`config.mk`:
```
export PLATFORM = sky130hd
export DESIGN_NAME = vga_image_scanner
export DESIGN_NICKNAME = d
export VERILOG_FILES = /design/src/rtl/vga_scan_pkg.sv /design/src/rtl/vga_timing_counter.sv /design/src/rtl/vga_image_scanner.sv
export SDC_FILE = /design/constraint.sdc
export NUM_CORES = 1
export LEC_CHECK = 0
export ABC_AREA = 1
export BUFFER_PORTS_ARGS = -buffer_cell sky130_fd_sc_hd__buf_2
export CORE_MARGIN = 5
export CORE_UTILIZATION = 51
export DETAILED_ROUTE_END_ITERATION = 16
export PLACE_DENSITY = 0.67
export SYNTH_ARGS = -nofsm -noshare
export SYNTH_HDL_FRONTEND = slang
export SYNTH_SLANG_ARGS = --single-unit
```
`constraint.sdc`:
```
create_clock -name clk -period 3.7 [get_ports clk]
set_clock_uncertainty 0.1 [all_clocks]
set_input_delay 0.185 -clock clk [delete_from_list [all_inputs] [get_ports clk]]
set_output_delay 0.185 -clock clk [all_outputs]
set_load 0.005 [all_outputs]
```
`src/rtl/vga_scan_pkg.sv`:
```
// vga_scan_pkg: 640x480@60 raster constants and the scanner state type.
package vga_scan_pkg;
  localparam int H_VIS  = 640;
  localparam int H_FP   = 16;
  localparam int H_SYNC = 96;
  localparam int H_BP   = 48;
  localparam int H_TOT  = H_VIS + H_FP + H_SYNC + H_BP;
  localparam int V_VIS  = 480;
  localparam int V_FP   = 10;
  localparam int V_SYNC = 2;
  localparam int V_BP   = 33;
  localparam int V_TOT  = V_VIS + V_FP + V_SYNC + V_BP;
  typedef enum logic {OFF, ON} scan_state_t;
endpackage

```
`src/rtl/vga_timing_counter.sv`:
```
// vga_timing_counter: 25 MHz pixel enable, raster counters, raw syncs/blank and frame strobes.
module vga_timing_counter
  import vga_scan_pkg::*;
#(
  parameter int H_ACT   = H_VIS,
  parameter int H_FRONT = H_FP,
  parameter int H_PULSE = H_SYNC,
  parameter int H_BACK  = H_BP,
  parameter int V_ACT   = V_VIS,
  parameter int V_FRONT = V_FP,
  parameter int V_PULSE = V_SYNC,
  parameter int V_BACK  = V_BP
) (
  input  logic       clk,
  input  logic       reset,
  output logic       pix_en,
  output logic [9:0] hcnt,
  output logic [9:0] vcnt,
  output logic       hs_raw,
  output logic       vs_raw,
  output logic       blank_n_raw,
  output logic       frame_end,
  output logic       frame_start,
  output logic       clock_vga
);
  localparam logic [9:0] H_LAST = 10'(H_ACT + H_FRONT + H_PULSE + H_BACK - 1);
  localparam logic [9:0] V_LAST = 10'(V_ACT + V_FRONT + V_PULSE + V_BACK - 1);
  localparam logic [9:0] HS_ON  = 10'(H_ACT + H_FRONT);
  localparam logic [9:0] HS_OFF = 10'(H_ACT + H_FRONT + H_PULSE);
  localparam logic [9:0] VS_ON  = 10'(V_ACT + V_FRONT);
  localparam logic [9:0] VS_OFF = 10'(V_ACT + V_FRONT + V_PULSE);
  logic h_last, v_last;
  always_comb begin
    h_last      = hcnt == H_LAST;
    v_last      = vcnt == V_LAST;
    frame_end   = pix_en && h_last && v_last;
    hs_raw      = !(hcnt >= HS_ON && hcnt < HS_OFF);
    vs_raw      = !(vcnt >= VS_ON && vcnt < VS_OFF);
    blank_n_raw = hcnt < 10'(H_ACT) && vcnt < 10'(V_ACT);
  end
  always_ff @(posedge clk or negedge reset)
    if (!reset) begin
      pix_en      <= 1'b0;
      clock_vga   <= 1'b0;
      frame_start <= 1'b0;
      hcnt        <= '0;
      vcnt        <= '0;
    end else begin
      pix_en      <= !pix_en;
      clock_vga   <= !pix_en;
      frame_start <= frame_end;
      if (pix_en) begin
        hcnt <= h_last ? '0 : hcnt + 10'd1;
        if (h_last) vcnt <= v_last ? '0 : vcnt + 10'd1;
      end
    end
endmodule

```
`src/rtl/vga_image_scanner.sv`:
```
// vga_image_scanner: VGA raster scan of a fixed image window with registered memory fetch.
// Optional white one-pixel frame around the window with VGA_SCAN_BORDER_EN.
module vga_image_scanner
  import vga_scan_pkg::*;
#(
  parameter int IMG_W   = 256,
  parameter int IMG_H   = 256,
  parameter int X0      = 192,
  parameter int Y0      = 112,
  parameter int ADDR_W  = 18,
  parameter int H_ACT   = H_VIS,
  parameter int H_FRONT = H_FP,
  parameter int H_PULSE = H_SYNC,
  parameter int H_BACK  = H_BP,
  parameter int V_ACT   = V_VIS,
  parameter int V_FRONT = V_FP,
  parameter int V_PULSE = V_SYNC,
  parameter int V_BACK  = V_BP
) (
  input  logic              clk,
  input  logic              reset,
  input  logic              enable,
  input  logic [7:0]        img_data,
  output logic [ADDR_W-1:0] img_addr,
  output logic              img_rd,
  output logic [7:0]        gray,
  output logic              vga_hs,
  output logic              vga_vs,
  output logic              vga_blank_n,
  output logic              clockVGA,
  output logic              frame_start
);
  localparam logic [ADDR_W-1:0] A_LAST = ADDR_W'(IMG_W * IMG_H - 1);
  localparam logic [9:0] XL = 10'(X0);
  localparam logic [9:0] XH = 10'(X0 + IMG_W);
  localparam logic [9:0] YL = 10'(Y0);
  localparam logic [9:0] YH = 10'(Y0 + IMG_H);
  scan_state_t state, state_n;
  logic pix_en, hs_raw, vs_raw, blank_n_raw, frame_end, in_win, ring, on;
  logic [9:0] hcnt, vcnt;
  logic [ADDR_W-1:0] acnt;
  logic win_q, ring_q, hs_q, vs_q, blank_q;
  vga_timing_counter #(
    .H_ACT(H_ACT), .H_FRONT(H_FRONT), .H_PULSE(H_PULSE), .H_BACK(H_BACK),
    .V_ACT(V_ACT), .V_FRONT(V_FRONT), .V_PULSE(V_PULSE), .V_BACK(V_BACK)
  ) u_timing (
    .clk(clk), .reset(reset), .pix_en(pix_en), .hcnt(hcnt), .vcnt(vcnt),
    .hs_raw(hs_raw), .vs_raw(vs_raw), .blank_n_raw(blank_n_raw),
    .frame_end(frame_end), .frame_start(frame_start), .clock_vga(clockVGA)
  );
  assign on     = state == ON;
  assign in_win = hcnt >= XL && hcnt < XH && vcnt >= YL && vcnt < YH;
`ifdef VGA_SCAN_BORDER_EN
  localparam logic [9:0] XR = 10'(X0 - 1);
  localparam logic [9:0] YR = 10'(Y0 - 1);
  assign ring = ((vcnt == YR || vcnt == YH) && hcnt >= XR && hcnt <= XH) ||
                ((hcnt == XR || hcnt == XH) && vcnt >= YL && vcnt < YH);
`else
  assign ring = 1'b0;
`endif
  // enable only takes effect on the frame boundary so a frame is never torn
  always_comb state_n = frame_end ? (enable ? ON : OFF) : state;
  always_ff @(posedge clk or negedge reset)
    if (!reset) state <= OFF;
    else        state <= state_n;
  // pixel stage on pix_en edges, fetch/output stage on the opposite edges
  always_ff @(posedge clk or negedge reset)
    if (!reset) begin
      acnt        <= '0;
      img_addr    <= '0;
      img_rd      <= 1'b0;
      gray        <= 8'h00;
      win_q       <= 1'b0;
      ring_q      <= 1'b0;
      hs_q        <= 1'b1;
      vs_q        <= 1'b1;
      blank_q     <= 1'b0;
      vga_hs      <= 1'b1;
      vga_vs      <= 1'b1;
      vga_blank_n <= 1'b0;
    end else begin
      img_rd <= !pix_en && on && in_win;
      if (pix_en) begin
        win_q   <= on && in_win;
        ring_q  <= on && ring;
        hs_q    <= hs_raw;
        vs_q    <= vs_raw;
        blank_q <= blank_n_raw;
        acnt    <= frame_end ? '0 : (in_win && acnt != A_LAST) ? acnt + ADDR_W'(1) : acnt;
      end else begin
        img_addr    <= acnt;
        gray        <= win_q ? img_data : ring_q ? 8'hFF : 8'h00;
        vga_hs      <= hs_q;
        vga_vs      <= vs_q;
        vga_blank_n <= blank_q;
      end
    end
endmodule

```
==> results.py <==
metrics = {
    "sta": {
        "min_period_ns": 2.35,
        "worst_pin_slew_ns": 0.944,
        "setup_viol": 0,
        "final_max_slew_viol_count": 0,
        "fmaxAchievable_mhz": 426,
        "rsz0062_at_grt": "no",
        "fin_setup_tns_ns": 0,
        "slew_headroom_pct": 37.0,
        "final_hold_viol_count": 0,
        "min_period_over_period_pct": 63.5,
        "setup_ws_ns": 1.35,
    },
    "final_layout": {
        "final_common_cell": "nand2_1",
        "diodes": 0,
        "syn2layout_area_growth_pct": 13.0,
        "fin_nets": 549,
        "most-common-layout-cells": "157 x nand2_1, 71 x dfrtp_1, 54 x nor2_1",
        "post-route-util_pct": 58.4,
        "drive_gt1_share_pct": 17.1,
    },
    "floorplan": {
        "die_x_um": 97.8,
        "initial_utilization_pct": 51.7,
        "dieArea_um2": 9560,
        "rows": 32,
        "die_h_um": 97.8,
        "core_um2": 7610,
        "io_pins": 43,
    },
    "clock_tree": {
        "clockBufferDepth": 2,
        "root_buffer": "clkbuf_8",
        "hold_buffers": 10,
        "cts_max_level": 3,
        "ctsResizeCount": 0,
        "cts_buffers": 9,
        "cts_tree": "built",
        "clk_latency_ns": 0.35,
        "cts_sinks": 75,
        "post_cts_buffers": 0,
        "clk_pin_slew_ns": 0.09,
    },
    "worst_setup_path": {
        "crit_family": "simple AND/OR/NAND/NOR gates",
        "crit_required_ns": 3.84,
        "rr_endpoint": "acnt[17]",
        "start_kind": "register",
        "cp_max_fo": 20,
        "rrSetupSlack_ns": 1.35,
        "startpoint": "acnt[0]",
        "worst_setup_path_end_kind": "register",
        "critical_path_buf_inv_count": 0,
        "slowest_stage": "dfrtp_1",
        "crit_arrival_ns": 2.48,
        "worstPathCellList": "ha_1 -> nand3_2 -> nor3_4 -> nand3_1 -> nand3_2 -> nand2_2 -> nand2_1 -> nand2_1",
        "worstSetupPathType": "register to register",
        "ff2ff_path_depth": 8,
        "reg2reg_from": "acnt[0]",
        "slowest_delay_ns": 0.44,
    },
    "global_routing": {
        "grt.total_usage_pct": 19.8,
        "antenna_found_initial": 0,
        "overflow": 0,
        "grt_pass1_vias": 3241,
        "grt_pass1_wl_um": 15600,
        "grt_max_degree": 76,
    },
    "status": {
        "status": "finished clean",
    },
    "power": {
        "leakagePower_uw": 0.00224,
        "p_per_area_nw_per_um2": 326,
        "ir_drop_mv": 0.201,
        "finalPower_uw": 1450,
    },
    "placement": {
        "dp_hpwl_um": 5980,
        "preCtsSetupSlack_ns": 1.36,
        "gp_congestion": 0.903,
        "io_buffer_count": 42,
    },
    "logic_synthesis": {
        "ys_ff_latch": 75,
        "yosys_warnings": 0,
        "synthCells": 486,
        "synth_top_cell_area_share_pct": 45.2,
        "ys_seq_area_share_pct": 47.9,
        "syn-num-nets": 502,
        "ys.flop_type": "dfrtp_1",
        "syn-cell-area_um2": 3930,
        "synth_top_area_cell": "dfrtp_1",
        "synth_edf_count": 0,
        "synth.distinct_cells": 36,
        "syn_avg_cell_area_um2": 8.09,
        "async_reset_ff_share_pct": 100,
        "ys_top_cells_by_area": "dfrtp_1 45%, nand2_1 15%, nor2_1 5.2%",
    },
    "detailed_routing": {
        "wl_per_cell_um": 13.8,
        "postRouteAntennaNets": 0,
        "drt_iter0_drc": 168,
        "viasPerCell": 5.15,
        "drc": 0,
        "routed-via-count": 3299,
        "dr.pass1.iters": 4,
        "wl_um": 8800,
    },
    "hold_path": {
        "hold_start": "vga_vs",
        "hp-class": "register to register",
        "whs_path_depth": 2,
        "hold_end": "vga_vs",
    },
    "job": {
        "cap_viol_max_count": 0,
    },
}
## cells by family after synthesis
family | Yosys count | synth area share [%]
AO/OA/AOI/OAI | 36 | 5.00
flip-flops | 75 | 47.9
XOR/XNOR | 17 | 3.79
buffers and inverters | 56 | 6.88
AND/OR/NAND/NOR | 297 | 34.9
adder cells (fa/ha/maj) | 5 | 1.59
## flip-flops by register name, summed over array words and instances, names as in the netlist, 8 cells and up
register / count
img_addr: 18
gray: 8
u_timing.vcnt: 10
u_timing.hcnt: 10
acnt: 18
## routing by layer
layer / vias to the layer above / track usage [%] / part of all wire, %
li1: 1649 / - / -
met1: 1575 / 26.1 / 46
met2: 63 / 33.5 / 49
met3: 12 / 3.29 / 3.9
met4: 0 / 6.60 / 1.5
met5: - / 0 / 0
## tightest hold or removal path, delay by kind of cell (launching register included)
family / cells / cell delay [ns]
flip-flops: 1 / 0.38
AND/OR/NAND/NOR: 2 / 0.10
## worst max-delay path by stage
stage                    end  slack [ns]  cells past startpoint
floorplan            acnt[7]        1.97                     10
global placement    acnt[17]        1.45                      8
detailed placement  acnt[10]        1.36                      8
CTS                 acnt[17]        1.34                      8
global route         acnt[3]        1.10                      8
finish              acnt[17]        1.35                      8
## through the flow
step | area [µm²] | cells | hold slack, ns
final | 4440 | 640 | 0.369
after global routing | 4440 | 640 | 0.381
after CTS | 4440 | 640 | 0.373
after detailed placement | 4150 | 614 | 0.293
after global placement | 4150 | 614 | 0.289
after floorplan | 3930 | 486 | -0.211
## cell type report
| class | instances | area, µm² |
|---|---|---|
| clock buffers | 9 | 124 |
| fillers | 703 | 3170 |
| inverters | 39 | 146 |
| well taps | 102 | 128 |
| repair buffers | 53 | 320 |
| flip-flops and latches | 75 | 1880 |
| clock inverters | 7 | 61.3 |
| multi-input cells | 355 | 1780 |
## cells in the mapped netlist, types with 2 or more instances
cell      count
nand3b_1      2
clkbuf_1      8
nand3_1      40
inv_1        36
nor3_4        2
dfstp_2       4
inv_2         3
o21ai_0      23
xor2_1       13
buf_2         2
ha_1          5
a21oi_1       7
dfrtp_1      71
nand2_1     157
buf_6         5
nand2_2       4
xnor2_1       4
nor2_4        2
nor2_2        2
nand4_1       8
nand3_2      12
nor3_1        9
nor2_1       54
## report_power, final
group | switching [µW] | internal, µW | total [µW]
registers | 0 | 819 | 819
clock network | 344 | 255 | 599
logic | 18.1 | 10.8 | 29.0
No activity file was read; power rests on OpenSTA's default activity.
